File: src/rtl/pipe_stage_pkg.sv
// Shared pipeline definitions: inter-stage bundle layouts and counter defaults.
// Every stage packs and unpacks its bundle through these offsets so the
// producer and consumer of a pipe_stage always agree on the field layout.
package pipe_stage_pkg;

    // Default width of the performance/backpressure counters.
    localparam int DEFAULT_CNT_W = 16;

    // ID/EX bundle: operands, immediate, destination and ALU control.
    localparam int IDEX_PC_LSB     = 0;
    localparam int IDEX_PC_W       = 32;
    localparam int IDEX_RS1_LSB    = IDEX_PC_LSB + IDEX_PC_W;
    localparam int IDEX_RS1_W      = 32;
    localparam int IDEX_RS2_LSB    = IDEX_RS1_LSB + IDEX_RS1_W;
    localparam int IDEX_RS2_W      = 32;
    localparam int IDEX_IMM_LSB    = IDEX_RS2_LSB + IDEX_RS2_W;
    localparam int IDEX_IMM_W      = 32;
    localparam int IDEX_RD_LSB     = IDEX_IMM_LSB + IDEX_IMM_W;
    localparam int IDEX_RD_W       = 5;
    localparam int IDEX_ALUOP_LSB  = IDEX_RD_LSB + IDEX_RD_W;
    localparam int IDEX_ALUOP_W    = 4;
    localparam int IDEX_W          = IDEX_ALUOP_LSB + IDEX_ALUOP_W;

    // EX/MEM bundle: ALU result, store data, destination and memory control.
    localparam int EXMEM_RES_LSB   = 0;
    localparam int EXMEM_RES_W     = 32;
    localparam int EXMEM_STD_LSB   = EXMEM_RES_LSB + EXMEM_RES_W;
    localparam int EXMEM_STD_W     = 32;
    localparam int EXMEM_RD_LSB    = EXMEM_STD_LSB + EXMEM_STD_W;
    localparam int EXMEM_RD_W      = 5;
    localparam int EXMEM_MEMOP_LSB = EXMEM_RD_LSB + EXMEM_RD_W;
    localparam int EXMEM_MEMOP_W   = 3;
    localparam int EXMEM_W         = EXMEM_MEMOP_LSB + EXMEM_MEMOP_W;

    // MEM/WB bundle: write-back value, destination and write enable.
    localparam int MEMWB_VAL_LSB   = 0;
    localparam int MEMWB_VAL_W     = 32;
    localparam int MEMWB_RD_LSB    = MEMWB_VAL_LSB + MEMWB_VAL_W;
    localparam int MEMWB_RD_W      = 5;
    localparam int MEMWB_WE_LSB    = MEMWB_RD_LSB + MEMWB_RD_W;
    localparam int MEMWB_WE_W      = 1;
    localparam int MEMWB_W         = MEMWB_WE_LSB + MEMWB_WE_W;

endpackage

File: src/rtl/pipe_stage_sat_counter.sv
// Saturating up-counter with synchronous active-low clear. Used for bp_cnt
// and intended for reuse by the other performance counters.
module sat_counter
    import pipe_stage_pkg::*;
#(
    parameter int W = DEFAULT_CNT_W
) (
    input  logic         clk,
    input  logic         clr_n,
    input  logic         inc,
    output logic [W-1:0] count
);

    logic [W-1:0] count_reg;

    // Count up on inc, sticking at all-ones instead of wrapping.
    always_ff @(posedge clk) begin
        if (!clr_n) begin
            count_reg <= '0;
        end else if (inc && (count_reg != {W{1'b1}})) begin
            count_reg <= count_reg + W'(1);
        end
    end

    assign count = count_reg;

endmodule

File: src/rtl/pipe_stage.sv
// Elastic pipeline-stage register with valid/ready handshake, stall, flush
// and an optional skid entry that cuts the out_ready -> in_ready path.
module pipe_stage
    import pipe_stage_pkg::*;
#(
    parameter int WIDTH = 32,
    parameter int SKID  = 1,
    parameter int CNT_W = DEFAULT_CNT_W
) (
    input  logic             clk,
    input  logic             clr_n,
    input  logic             flush,
    input  logic             stall,
    input  logic             in_valid,
    output logic             in_ready,
    input  logic [WIDTH-1:0] in_data,
    output logic             out_valid,
    input  logic             out_ready,
    output logic [WIDTH-1:0] out_data,
    output logic [CNT_W-1:0] bp_cnt
);

    logic             m_valid_reg;
    logic [WIDTH-1:0] m_data_reg;
    logic             accept_ok;
    logic             in_fire;
    logic             out_fire;
    logic             bp_inc;

    // Stall and flush block both sides of the handshake; out_data stays
    // register-driven so downstream sees the held payload during a stall.
    assign accept_ok = clr_n & ~stall & ~flush;
    assign out_valid = m_valid_reg & ~stall & ~flush;
    assign out_data  = m_data_reg;
    assign in_fire   = in_valid & in_ready;
    assign out_fire  = out_valid & out_ready;
    assign bp_inc    = out_valid & ~out_ready;

    generate
        if (SKID != 0) begin : g_skid
            logic             s_valid_reg;
            logic [WIDTH-1:0] s_data_reg;

            // Ready depends only on the skid register, never on out_ready.
            assign in_ready = accept_ok & ~s_valid_reg;

            // Two-entry FIFO: M feeds the output, S catches the entry
            // accepted while M was blocked.
            always_ff @(posedge clk) begin
                if (!clr_n || flush) begin
                    m_valid_reg <= 1'b0;
                    m_data_reg  <= '0;
                    s_valid_reg <= 1'b0;
                    s_data_reg  <= '0;
                end else if (out_fire) begin
                    if (s_valid_reg) begin
                        m_data_reg  <= s_data_reg;
                        s_valid_reg <= 1'b0;
                    end else if (in_fire) begin
                        m_data_reg <= in_data;
                    end else begin
                        m_valid_reg <= 1'b0;
                    end
                end else if (in_fire) begin
                    if (!m_valid_reg) begin
                        m_valid_reg <= 1'b1;
                        m_data_reg  <= in_data;
                    end else begin
                        s_valid_reg <= 1'b1;
                        s_data_reg  <= in_data;
                    end
                end
            end
        end else begin : g_single
            // Single entry: a full stage can refill in the cycle it drains.
            assign in_ready = accept_ok & (~m_valid_reg | out_ready);

            // Load on accept, empty on an emit that is not refilled.
            always_ff @(posedge clk) begin
                if (!clr_n || flush) begin
                    m_valid_reg <= 1'b0;
                    m_data_reg  <= '0;
                end else if (in_fire) begin
                    m_valid_reg <= 1'b1;
                    m_data_reg  <= in_data;
                end else if (out_fire) begin
                    m_valid_reg <= 1'b0;
                end
            end
        end
    endgenerate

    sat_counter #(
        .W(CNT_W)
    ) u_bp_cnt (
        .clk   (clk),
        .clr_n (clr_n),
        .inc   (bp_inc),
        .count (bp_cnt)
    );

endmodule

File: config.mk
export PLATFORM = sky130hd
export DESIGN_NAME = pipe_stage
export DESIGN_NICKNAME = d
export VERILOG_FILES = /design/src/rtl/pipe_stage_pkg.sv /design/src/rtl/pipe_stage_sat_counter.sv /design/src/rtl/pipe_stage.sv
export SDC_FILE = /design/constraint.sdc
export NUM_CORES = 1
export LEC_CHECK = 0
export CORE_AREA = 2 2 68 118
export DETAILED_ROUTE_END_ITERATION = 7
export DIE_AREA = 0 0 70 120
export PLACE_DENSITY = 0.77
export SLEW_MARGIN = 20
export SYNTH_ARGS = -nofsm -noshare
export SYNTH_HDL_FRONTEND = slang
export SYNTH_SLANG_ARGS = --single-unit
File: constraint.sdc
create_clock -name clk -period 2.33 [get_ports clk]
set_input_delay 0.699 -clock clk [delete_from_list [all_inputs] [get_ports clk]]
set_output_delay 0.699 -clock clk [all_outputs]
set_load 0.05 [all_outputs]
======== Word-level counts from Yosys, hierarchy flattened ========
Index checks and enable logic that the tools add are counted.
W data, S select, Z words.
operators by class
  bitwise logic cells ..................... 13
  $add $sub $neg .......................... 1
  equal/unequal tests ..................... 4
  reduce and logical (&&, ||, !) cells .... 10
  multiplexer cells ....................... 9
operators with widths
  cell                     number
  $mux W32                 5
  $add A16 B1 Y16 const B  1
  $ne A16 B16 Y1 const B   1
  $reduce_and A3 Y1        3
  $and A1 B1 Y1            8
  $not A1 Y1               5
  $mux W1                  4
  $ne A2 B2 Y1 const B     2
  $reduce_bool A2 Y1       2
  $ne A2 B1 Y1 const B     1
  $reduce_and A2 Y1        1
  $reduce_or A2 Y1         1
  $logic_and A1 B1 Y1      1
  $logic_not A1 Y1         1
  $logic_or A1 B1 Y1       1
word-level totals
  logic and storage cells ................. 42
  bits in registers ....................... 82
  output and inout bits ................... 50
  bits of input ports ..................... 38

======== Depth between registers and ports, before layout ========
Gate-level depths: netlist (run 1).
  word-level depth ........................ 8
  depth in mapped cells ................... 7
  mapped depth without buffers ............ 5

======== By module ========
Synthesis (run 1) repeated with hierarchy kept, for this count alone.
unflattened totals
  cell total of the unflattened synthesis .. 399
  area total of the unflattened synthesis .. 3,616.0 µm²
modules (own cells, without submodules)
  module       area each (µm²)  cells each  instances  sequential area each (µm²)
  pipe_stage   2,778.9          302         1          1,321.3
  sat_counter  837.1            97          1          320.3

======== Least setup slack after synthesis (run 1) ========
Ideal clock, no wire load.
  path type ............................... input to output
  start ................................... in flush
  end ..................................... out in_ready
  arrival time ............................ 2.212 ns
  buffers on the path ..................... 2
  setup slack ............................. -0.581 ns
  stages .................................. 4
  required time ........................... 1.631 ns
  cell sequence ........................... nand2b_1 clkbuf_1 clkbuf_1 nor3_1
between the ends
  cells in the longest elaborated chain, start to end .. 3
ends and longest elaborated chain
  item             line              text
  start, declared  pipe_stage.sv:12  input logic flush,
  $not A1 Y1       pipe_stage.sv:32  assign accept_ok = clr_n & ~stall & ~flush;
  $and A1 B1 Y1    pipe_stage.sv:32
  $and A1 B1 Y1    pipe_stage.sv:45  assign in_ready = accept_ok & ~s_valid_reg;
  end, declared    pipe_stage.sv:15  output logic in_ready,
No other way between the ends.

======== Final worst setup path (run 1) ========
  start ................................... reg u_bp_cnt.count_reg[13], in the netlist u_bp_cnt.count[13]
  end ..................................... out bp_cnt[13]
RTL lines
  item                    line                          text
  start, declared         pipe_stage_sat_counter.sv:14  logic [W-1:0] count_reg;
  start signal, assigned  pipe_stage_sat_counter.sv:21  count_reg <= count_reg + W'(1);
  end, declared           pipe_stage.sv:20              output logic [CNT_W-1:0] bp_cnt
No word-level cell between the ends.

==> flow_summary.toml, run 1 <==
[finish]
syn_to_final_growth_pct = 45.0
final_core_util_pct = 67.9
regArea_sq_um = 1640
nFillCells = 598
layout_commonest_cell = "nand2_1"
drive_gt1_share_pct = 20.1
fin_nets = 532
diodes = 0
multiInputGateArea_sq_um = 1810
final_cell_mix = "nand2_1 (82), dfxtp_1 (80), clkdlybuf4s50_1 (66), a21oi_1 (40)"

[global_route]
overflow = 0
grt_pass1_wl_um = 16400
grt_max_degree = 42
grt_usage_pct = 24.3
grt_pass1_vias = 3569
antenna_found_initial = 0

[yosys]
yosys_register_bits = 82
ys_types = 45
syn_inst = 399
yosysTopAreaCell = "dfxtp_1"
synth_edf_count = 0
seq_area_frac_synth_pct = 47.0
syn_area_sq_um = 3500
async_flop_share_pct = 0
yosysWarnings = 0
synth_flop_cell = "dfxtp_1"
syn_avg_cell_area_sq_um = 8.76
synth_fp_nets = 438
synth_area_leaders = "dfxtp_1 (47%), nand2_1 (8.8%), o221a_2 (8.1%)"
synth_top_area_share_pct = 47.0

[critical_path]
cp-start-kind = "flop"
arrival_ns = 1.61
r2r_start = "u_bp_cnt.count[0]"
critPathRequiredTime_ns = 1.63
critPathMaxFanout = 6
critPathBufInv = 1
critPathTopFamily = "buffers and inverters"
rr_endpoint = "u_bp_cnt.count[6]"
cpPeakStageDelay_ns = 0.85
regToRegSetupSlack_ns = 0.42
slowest_stage = "clkdlybuf4s50_1"
reg2regPathDepth = 5
cp_cell_sequence = "clkdlybuf4s50_1"
cp_num_cells = 1
crit_type = "reg -> out"
crit_path_end_kind = "output port"

[clock_network]
numCtsBuffers = 9
cts.clk_slew.worst_paths_ns = 0.06
ctsHoldBuffers = 0
h-tree-depth = 3
clk_path_buf_depth = 2
clk_latency_ns = 0.33
cts_root_buf = "clkbuf_16"
clock_sinks = 82
cts_tree = "done"
cts_setup_buffers = 0

[timing]
setup_viol = 0
setup_tns_ns = 0
drv_slew = 0
fin_skew_ns = 0.00896
fin_crit_sh_pct = 98.9
fmax_mhz = 434
setup_ws_ns = 0.0256
worst_pin_slew_ns = 0.541
finalHoldViolations = 0
slew_headroom_pct = 63.8
fin_crit_ns = 2.30

[routing]
firstDrtPassIters = 4
wl_per_cell_um = 16.8
drtAntennaViolNets = 0
routed_wl_um = 9870
drtIter0Drc = 193
post-route-drc-count = 0
drt-vias-per-instance = 6.00
vias = 3516

[power_and_ir_drop]
p_int_uw = 2580
power_uw = 3260
combPwrFrac_pct = 7.8
clockPowerShare_pct = 48.7
seqPwrFrac_pct = 43.5
irDropWorstVdd_mv = 0.484
p_leak_uw = 0.00187
p_sw_uw = 683
power.density_nw_per_um2 = 644
netSwitchingFraction_pct = 20.9

[job]
drv_cap = 0

[floorplan]
die_area_sq_um = 8400
fp.dieH_um = 120
io_pins = 88
start_util_pct = 46.8
fp-row-count = 42
fp.dieW_um = 70
core_area_sq_um = 7460

[placed_design]
globalplace.congestion = 0.951
port_buffers = 87
post-place-ws_ns = -0.444
post-dp-hpwl_um = 6690

[status]
status = "completed"

[min_path]
worstHoldPathType = "reg -> reg"
whs_endpoint = "g_skid.s_data_reg[25]"
hold_depth = 2
min-delay-start = "g_skid.s_data_reg[25]"
how the worst max path moves through the flow:
stage | slack, ns | end | startpoint
floorplan | 0.03 | in_ready | flush
global placement | -0.36 | u_bp_cnt.count[7] | out_ready
detailed placement | -0.44 | u_bp_cnt.count[9] | out_ready
CTS | 0.003 | bp_cnt[2] | u_bp_cnt.count[2]
global route | -0.01 | bp_cnt[13] | u_bp_cnt.count[13]
finish | 0.03 | bp_cnt[13] | u_bp_cnt.count[13]
tightest hold or removal path: cells and delay by family (launching register included):
| family | cells | cell delay [ns] |
|---|---|---|
| DFF | 1 | 0.31 |
| and+or+nand+nor | 1 | 0.05 |
| AOI/OAI and AO/OA | 1 | 0.05 |
cell usage after synthesis (2+ instances only):
library cell / instances
nand2_1: 82
o31ai_1: 3
a21oi_1: 41
o21ai_0: 5
o221a_2: 25
nand3b_1: 2
o21a_1: 26
mux2i_1: 4
or3_1: 2
dfxtp_1: 82
o22ai_1: 7
nand4_1: 7
clkbuf_1: 23
or4_1: 2
a211oi_1: 10
nor4_1: 15
nand3_1: 7
inv_1: 6
nor2b_1: 2
nor3_1: 13
nand2b_1: 4
buf_2: 4
nor2_1: 5
what timing repair did:
item | 4_1_cts | 5_1_grt
pin swaps | 4 | 5
hold endpoints to repair | 0 | 0
endpoints found under the setup margin | 6 | 19
gates resized for setup | 10 | 17
cell type report:
type | instances | area share [%]
well taps | 88 | 2.17
multi-input cells | 282 | 35.8
repair buffers | 112 | 22.6
flip-flops and latches | 82 | 32.4
inverters | 6 | 0.444
clock buffers | 10 | 4.52
clock inverters | 6 | 2.07
kinds of logic (layout without fill, tap and decap cells):
group | count (synthesis) | after routing | synth area share [%]
buffers and inverters | 35 | 134 | 4.01
AO/OA/AOI/OAI | 126 | 126 | 26.4
AND/OR/NAND/NOR | 151 | 151 | 21.1
multiplexers | 4 | 4 | 1.15
flip-flops | 82 | 82 | 47.0
adder cells (fa/ha/maj) | 1 | 1 | 0.358
metrics by stage:
stage          instances  hold slack [ns]  area, sq um
6_report             586            0.457         5070
5_1_grt              586            0.475         5070
4_1_cts              586            0.456         5000
3_5_place_dp         570            0.447         4640
3_3_place_gp         570            0.442         4640
2_1_floorplan        399            0.436         3510
power groups by stage:
| stage | registers [uW] | logic [uW] | clock network [uW] |
|---|---|---|---|
| floorplan | 1480 | 88.4 | 0 |
| global placement | 1450 | 249 | 0 |
| detailed placement | 1450 | 252 | 0 |
| CTS | 1420 | 255 | 1610 |
| global route | 1420 | 273 | 1670 |
| finish | 1420 | 256 | 1590 |
layer usage:
layer | wire, um | up-vias | track usage (%) | share of wire [%]
li1 | - | 1666 | - | -
met2 | 5320 | 129 | 43.7 | 54
met5 | 0 | - | 0 | 0
met4 | 353 | 0 | 14.3 | 3.6
met1 | 3650 | 1692 | 25.5 | 37
met3 | 542 | 29 | 5.12 | 5.5
(Power assumes the default switching activity.)
==> run 2: changes to the inputs <==
Settings changed: CAP_MARGIN set to 5, CORE_AREA 2 2 68 118 to 2 2 89 91, DIE_AREA 0 0 70 120 to 0 0 91 93.
==> run 2 against run 1 <==
Net effect: via count shrank 0.28%; highest routed layer unchanged; critical endpoint is now in_ready; register-to-register slack gained 0.04 ns; largest cell class unchanged; count of clock-buffer cells in the layout is the same; worst setup slack gained 0.014 ns; largest power group is now registers; die area grew 0.75%.
==> flow_summary.toml, run 2 (synthesized netlist as in run 1, its figures left out) <==
[status]
status = "completed"

[finish]
fin_nets = 540
drive_gt1_share_pct = 18.2
syn_to_final_growth_pct = 41.3
layout_commonest_cell = "nand2_1"
diodes = 0
final_cell_mix = "nand2_1 (82), dfxtp_1 (80), clkdlybuf4s50_1 (67), a21oi_1 (40), buf_4 (28)"
nFillCells = 668
final_cell_count_no_fill = 608
regArea_sq_um = 1640
multiInputGateArea_sq_um = 1760

[critical_path]
cp_cell_sequence = "clkdlybuf4s15_1, buf_6, nand2b_4, nor3_4, buf_12"
critPathRequiredTime_ns = 1.63
slowest_stage = "clkdlybuf4s15_1"
cp-start-kind = "primary input"
arrival_ns = 1.59
crit_path_end_kind = "output port"
critPathMaxFanout = 7
crit_type = "in -> out"
cpPeakStageDelay_ns = 0.21

[floorplan]
fp.dieW_um = 91
die_area_sq_um = 8460
start_util_pct = 46.4
fp.dieH_um = 93
core_area_sq_um = 7530
fp-row-count = 32
io_pins = 88

[global_route]
grt_usage_pct = 21.8
grt_pass1_vias = 3370
grt-busiest-layer = "met2"
grt_pass1_wl_um = 15200
use_met2_pct = 37.7
grt_max_degree = 42
antenna_found_initial = 0
met1_usage_pct = 26.1
grtUsageMet3_pct = 3.95
overflow = 0

[power_and_ir_drop]
power.density_nw_per_um2 = 536
irDropWorstVdd_mv = 0.297
p_leak_uw = 0.00183
power_uw = 2650

[placed_design]
post-dp-hpwl_um = 6430
globalplace.congestion = 0.905
port_buffers = 87
post-place-ws_ns = -0.397
dp.cells = 592

[routing]
routed_wl_um = 9290
drt-vias-per-instance = 5.77
drtAntennaViolNets = 0
vias = 3506
wl_per_cell_um = 15.3
firstDrtPassIters = 5
drtIter0Drc = 154
post-route-drc-count = 0

[timing]
setup_ws_ns = 0.0400
fin_crit_sh_pct = 98.3
fin_skew_ns = 0.0128
slew_headroom_pct = 63.1
drv_slew = 0
setup_viol = 0
rsz0062_at_grt = "no"
finalHoldViolations = 0
worst_pin_slew_ns = 0.552
fin_crit_ns = 2.29
fmax_mhz = 437

[clock_network]
clk_latency_ns = 0.36
numCtsBuffers = 9
clk_path_buf_depth = 2
cts.clk_slew.worst_paths_ns = 0.08
clock_sinks = 82
cts_tree = "done"
cts_root_buf = "clkbuf_8"
h-tree-depth = 3

[min_path]
worstHoldPathType = "reg -> reg"

[job]
drv_cap = 0
[run 2: changes by cell type in the layout (fill, tap and decap cells not counted), sizes merged, moves of 2 or more]
cell | before | now
inv | 6 | 8
clkinvlp | 0 | 3
clkinv | 3 | 1
dlygate4sd2 | 3 | 8
bufinv | 3 | 0
[run 2: cell type report]
type	count	area share, %
multi-input cells	282	35.7
clock buffers	10	2.79
repair buffers	120	24.2
clock inverters	6	0.988
inverters	6	0.456
flip-flops and latches	82	33.3
well taps	102	2.58
[run 2: timing repair]
item                       CTS  global route
pin swaps                    3             0
gates resized for setup     16             9
hold buffers                 0             0
setup endpoints to repair   10             9
gates cloned                 0             0
setup buffers                0             0
[run 2: critical path: cells and delay by family]
kind          cells  cell delay, ns
buf+inv           3            0.53
simple gates      2            0.36
[run 2: report_power, final]
part,internal [uW],leakage (uW),switching (uW)
sequential,1410,0.000662,6.33
clock,425,0.0000855,545
combinational,131,0.00108,128
total,1970,0.00183,679
[run 2: final timing paths]
check	slack, ns	from	endpoint	depth (start not counted)
setup reg to reg	0.46	u_bp_cnt.count[1]	u_bp_cnt.count[6]	5
hold reg to reg	0.46	g_skid.s_data_reg[12]	g_skid.s_data_reg[12]	2
hold / removal	0.46	g_skid.s_data_reg[12]	g_skid.s_data_reg[12]	2
setup / recovery	0.04	flush	in_ready	5
[run 2: layer usage]
layer | vias to the layer above | part of all wire, %
met5 | - | 0
met4 | 0 | 2.3
met3 | 18 | 4.9
met2 | 116 | 49
met1 | 1690 | 43
li1 | 1682 | -
[run 2: stage by stage]
step | hold slack (ns) | area (sq um) | setup TNS, ns | util, %
after CTS | 0.460 | 4920 | 0 | 65.3
after floorplan | 0.436 | 3510 | 0 | -
final | 0.458 | 4940 | 0 | 65.6
after global routing | 0.484 | 4940 | 0 | 65.6
after global placement | 0.442 | 4710 | -16.30 | 62.6
after detailed placement | 0.446 | 4710 | -16.71 | 62.6
